===== src/rtl/mem_stage_if.sv =====
// Request/done bus between the memory-access stage (master) and the data memory (slave).
interface mem_stage_if #(
  parameter int unsigned ADDR_W = 16,
  parameter int unsigned DATA_W = 16
);
  logic              mem_req;
  logic              mem_we;
  logic [ADDR_W-1:0] mem_addr;
  logic [DATA_W-1:0] mem_wdata;
  logic [DATA_W-1:0] mem_rdata;
  logic              mem_done;

  modport master (
    output mem_req,
    output mem_we,
    output mem_addr,
    output mem_wdata,
    input  mem_rdata,
    input  mem_done
  );

  modport slave (
    input  mem_req,
    input  mem_we,
    input  mem_addr,
    input  mem_wdata,
    output mem_rdata,
    output mem_done
  );
endinterface


===== src/rtl/mem_stage.sv =====
// Memory-access pipeline stage: turns XM load/store into a req/done memory handshake and stalls meanwhile.
// Optional MEM_ALIGN_CHECK_EN: odd addresses are refused, setting sticky align_err and halted.
module mem_stage #(
  parameter int unsigned ADDR_W = 16,
  parameter int unsigned DATA_W = 16
) (
  input  logic              clk,
  input  logic              rst,
  input  logic              XM_memRead,
  input  logic              XM_memWrite,
  input  logic [ADDR_W-1:0] XM_aluOut,
  input  logic [DATA_W-1:0] XM_writeData,
  input  logic              XM_flush,
  input  logic              XM_halt,
  mem_stage_if.master       mem,
  output logic [DATA_W-1:0] readData,
  output logic              mem_stall,
  output logic              halted,
  output logic              align_err
);

  typedef enum logic [1:0] {
    S_IDLE = 2'd0,
    S_BUSY = 2'd1,
    S_DONE = 2'd2
  } state_t;

  state_t state;
  logic   pending;
  logic   misaligned;
  logic   issue;

  // Stall is held low during reset so a frozen access cannot stall a pipeline being reset.
  always_comb begin
    pending    = (XM_memRead | XM_memWrite) & ~XM_flush & ~halted;
`ifdef MEM_ALIGN_CHECK_EN
    misaligned = pending & XM_aluOut[0];
`else
    misaligned = 1'b0;
`endif
    issue      = pending & ~misaligned;
    mem_stall  = rst & ((state == S_BUSY) | ((state == S_IDLE) & issue));
  end

  always_ff @(posedge clk or negedge rst) begin
    if (!rst) begin
      state         <= S_IDLE;
      mem.mem_req   <= 1'b0;
      mem.mem_we    <= 1'b0;
      mem.mem_addr  <= '0;
      mem.mem_wdata <= '0;
      readData      <= '0;
      halted        <= 1'b0;
    end else begin
      case (state)
        S_IDLE: begin
          if ((XM_halt & ~XM_flush) | misaligned) halted <= 1'b1;
          if (issue) begin
            mem.mem_req   <= 1'b1;
            mem.mem_we    <= XM_memWrite;
            mem.mem_addr  <= XM_aluOut;
            mem.mem_wdata <= XM_writeData;
            state         <= S_BUSY;
          end
        end
        S_BUSY: begin
          if (mem.mem_done) begin
            mem.mem_req <= 1'b0;
            if (!mem.mem_we) readData <= mem.mem_rdata;
            state <= S_DONE;
          end
        end
        // DONE never issues: the instruction still in XM is the one just served.
        S_DONE:  state <= S_IDLE;
        default: state <= S_IDLE;
      endcase
    end
  end

`ifdef MEM_ALIGN_CHECK_EN
  always_ff @(posedge clk or negedge rst) begin
    if (!rst)                                align_err <= 1'b0;
    else if ((state == S_IDLE) & misaligned) align_err <= 1'b1;
  end
`else
  assign align_err = 1'b0;
`endif

endmodule


===== src/flat_wrapper.sv =====
// flat-port wrapper written by rule: the top's interface ports become plain ports
module mem_stage_flat 
#(
  parameter int unsigned ADDR_W = 16,
  parameter int unsigned DATA_W = 16
)
  (clk, rst, XM_memRead, XM_memWrite, XM_aluOut, XM_writeData, XM_flush, XM_halt, readData, mem_stall, halted, align_err, mem_mem_req, mem_mem_we, mem_mem_addr, mem_mem_wdata, mem_mem_rdata, mem_mem_done);
  mem_stage_if #(.ADDR_W(ADDR_W), .DATA_W(DATA_W)) mem_i ();
  input  logic clk;
  input  logic rst;
  input  logic XM_memRead;
  input  logic XM_memWrite;
  input  logic [ADDR_W-1:0] XM_aluOut;
  input  logic [DATA_W-1:0] XM_writeData;
  input  logic XM_flush;
  input  logic XM_halt;
  output logic [DATA_W-1:0] readData;
  output logic mem_stall;
  output logic halted;
  output logic align_err;
  output wire logic [$bits(mem_i.mem_req)-1:0] mem_mem_req;
  output wire logic [$bits(mem_i.mem_we)-1:0] mem_mem_we;
  output wire logic [$bits(mem_i.mem_addr)-1:0] mem_mem_addr;
  output wire logic [$bits(mem_i.mem_wdata)-1:0] mem_mem_wdata;
  input wire logic [$bits(mem_i.mem_rdata)-1:0] mem_mem_rdata;
  input wire logic [$bits(mem_i.mem_done)-1:0] mem_mem_done;
  assign mem_mem_req = mem_i.mem_req;
  assign mem_mem_we = mem_i.mem_we;
  assign mem_mem_addr = mem_i.mem_addr;
  assign mem_mem_wdata = mem_i.mem_wdata;
  assign mem_i.mem_rdata = mem_mem_rdata;
  assign mem_i.mem_done = mem_mem_done;
  mem_stage #(.ADDR_W(ADDR_W), .DATA_W(DATA_W)) u_core (.clk(clk), .rst(rst), .XM_memRead(XM_memRead), .XM_memWrite(XM_memWrite), .XM_aluOut(XM_aluOut), .XM_writeData(XM_writeData), .XM_flush(XM_flush), .XM_halt(XM_halt), .mem(mem_i), .readData(readData), .mem_stall(mem_stall), .halted(halted), .align_err(align_err));
endmodule

===== config.mk =====
export PLATFORM = sky130hd
export DESIGN_NAME = mem_stage_flat
export DESIGN_NICKNAME = d
export VERILOG_FILES = /design/src/rtl/mem_stage_if.sv /design/src/rtl/mem_stage.sv /design/src/flat_wrapper.sv
export SDC_FILE = /design/constraint.sdc
export NUM_CORES = 1
export LEC_CHECK = 0
export CORE_ASPECT_RATIO = 0.5
export CORE_MARGIN = 8
export CORE_UTILIZATION = 40
export CTS_BUF_LIST = sky130_fd_sc_hd__clkbuf_8
export DETAILED_ROUTE_END_ITERATION = 7
export PLACE_DENSITY = 0.9
export SYNTH_ARGS = -nofsm -noshare
export SYNTH_HDL_FRONTEND = slang
export SYNTH_SLANG_ARGS = --single-unit

===== constraint.sdc =====
create_clock -name clk -period 2.44 [get_ports clk]
set_clock_uncertainty 0.1 [all_clocks]
set_input_delay 0.366 -clock clk [delete_from_list [all_inputs] [get_ports clk]]
set_output_delay 0.366 -clock clk [all_outputs]
set_load 0.005 [all_outputs]

==> reports/results.ini <==
[worst_setup_path]
path_max_fanout = 2
crit_chain = clkdlybuf4s50_1 -> or3_4 -> nor3_4 -> o21a_1 -> clkdlybuf4s50_1
crit_type = primary input to output pin
end_kind = output pin
slowest_delay_ns = 0.50
slowest_stage = clkdlybuf4s50_1
cp.required_ns = 1.97
r2r_setup_slack_ns = 0.44
cp.arrival_ns = 1.96
r2r_cells = 4
cp-start-kind = primary input
crit_top_cell = clkdlybuf4s50_1

[routing]
drc_errors = 0
firstDrtPassIters = 4
routed_wl_mm = 5.375
viasPerCell = 4.622
num_vias = 1405
post_drt_wl_per_cell_um = 17.68
detail-route-antenna-nets = 0
drtIter0Drc = 48

[timing]
setup_viol = 0
finalMaxSlewViolations = 0
finalCritPeriodShare = 0.9943
tns_ns = 0
finalWorstPathRequiredPeriod_ns = 2.426
timing.fmax_mhz = 412.2
tightest_slew_ns = 0.6439
max-slew-margin-rel = 0.5707
finalHoldViolCount = 0
rsz0062_at_grt = no

[yosys]
synthTopCellsByCount = dfrtp_1, mux2_2, buf_6, inv_1
ys_warn_count = 0
synth_edf_count = 0
seq_area_frac_synth = 0.6572
synth_nets = 176
netlist_instances = 121
ys.flop_type = dfrtp_1
synth_area_leaders = dfrtp_1, mux2_2, buf_6
synth.distinct_cells = 16
yosysMostFrequentCell = dfrtp_1
ys_ff_latch = 53
synthesis.area_um2 = 2018
ys_async_sr_fraction = 1.000
synth_top_cell_area_share = 0.6572
syn_avg_cell_area_um2 = 16.68
yosys.area.top_type = dfrtp_1

[clock_tree]
clk_latency_ns = 0.29
cts.sinks = 53
cts_max_level = 2
cts_buffers = 5
cts_resized = 0
cts-hold-fix-buffers = 0
path_clk_slew_ns = 0.09
cts_tree = built
cts_setup_buffers = 0
cts_buffer_depth = 2
clock-root-buffer = clkbuf_8

[min_path]
hp-class = primary input to async pin

[floorplanning]
num_io_pins = 108
initial_core_util = 0.4130
die-width_um = 116.5
die_y_um = 66.23
rows = 18
core_um2 = 4887
die-area_um2 = 7712

[placement]
dpl.hpwl_mm = 4.270
io_buffers = 106
place_congestion = 0.7570

[power]
leakage_nw = 1.402
power_mw = 2.946
power_density_nw_per_um2 = 909.5
ir_drop_v = 0.0005551

[grt]
grt_pass1_vias = 1587
grt_pass1_wl_mm = 8.445
grt_max_degree = 54
grtUsageTotal = 0.1413
grt_antenna_before_repair = 0
grt_remaining_overflow = 0

[final_layout]
n_antenna_cell = 0
final_nets = 289
drive_above_1_share = 0.2607
synthToLayoutAreaGrowth_pct = 60.51

[job]
drv_cap = 0

[run_status]
status = completed

-- through the flow --
step / utilization / cell area [um^2] / setup WS (ns) / hold WS, ns / cells
after floorplan: - / 2018 / 0.5182 / -0.02959 / 121
after global placement: 0.6436 / 3146 / 0.06210 / 0.3620 / 296
after detailed placement: 0.6436 / 3146 / 0.03022 / 0.3676 / 296
after CTS: 0.6613 / 3232 / 0.03023 / 0.1306 / 303
after global routing: 0.6628 / 3239 / 0.008069 / 0.1780 / 304
final: 0.6628 / 3239 / 0.01384 / 0.1114 / 304
-- critical path: cells and delay by family --
| family | cells | cell delay (ns) |
|---|---|---|
| simple gates | 2 | 0.53 |
| compound gates | 1 | 0.15 |
| buf+inv | 2 | 0.91 |
-- cell type report --
cell class / instances / area, um^2
Clock inverter: 1 / 3.754
Multi-Input combinational cell: 60 / 634.4
Tap cell: 70 / 87.58
Inverter: 3 / 11.26
Sequential cell: 53 / 1326
Clock buffer: 6 / 82.58
Fill cell: 356 / 1648
Timing Repair Buffer: 111 / 1094
-- layout by cell type, fill, tap and decap left out, types with 2 or more instances in the layout --
master,instances
clkbuf_8,6
clkdlybuf4s50_1,105
mux2_1,2
inv_1,4
nor2_1,2
dfrtp_1,53
a21o_1,2
mux2_2,47
buf_4,5
-- metal layers --
| layer | global-route usage | up-vias | share of wire | routed length, um |
|---|---|---|---|---|
| met5 | 0 | - | 0 | 0 |
| met4 | 0.04480 | 0 | 0.021 | 113 |
| met3 | 0.03552 | 8 | 0.043 | 231 |
| met2 | 0.2773 | 32 | 0.59 | 3159 |
| met1 | 0.1454 | 723 | 0.35 | 1870 |
| li1 | - | 642 | - | - |
-- flip-flops by register name (all words and copies together), names as in the netlist --
| name | cells |
|---|---|
| u_core.state | 2 |
| u_core.mem.mem_addr | 16 |
| u_core.readData | 16 |
| u_core.halted | 1 |
| u_core.mem.mem_req | 1 |
| u_core.mem.mem_wdata | 16 |
| u_core.mem.mem_we | 1 |
-- path summary, 6_finish.rpt --
| kind | from | to |
|---|---|---|
| worst max-delay path | XM_flush | mem_stall |
| worst min-delay path | rst | u_core.mem.mem_addr[9]$_DFFE_PN0P_ |
| worst max register to register | u_core.state[0]$_DFFE_PN0P_ | u_core.mem.mem_wdata[8]$_DFFE_PN0P_ |
| worst min register to register | u_core.mem.mem_req$_DFFE_PN0P_ | u_core.mem.mem_req$_DFFE_PN0P_ |
| max in group asynchronous | rst | u_core.readData[13]$_DFFE_PN0P_ |
| min in group clk | u_core.mem.mem_req$_DFFE_PN0P_ | u_core.mem.mem_req$_DFFE_PN0P_ |
-- logic make-up after synthesis --
kind of cell           synth area share
AOI/OAI and AO/OA               0.01488
buffers and inverters           0.02852
DFF                              0.6572
muxes                            0.2734
other                          0.001858
and+or+nand+nor                 0.02419
-- power breakdown --
part           leakage [nW]  switching, mW  internal [mW]  total, mW
Clock                0.0485          0.257          0.222      0.479
Combinational         0.700          0.305          0.810       1.11
Sequential            0.653          0.161           1.19       1.35
Total                  1.40          0.723           2.22       2.95
(Power assumes the default switching activity.)
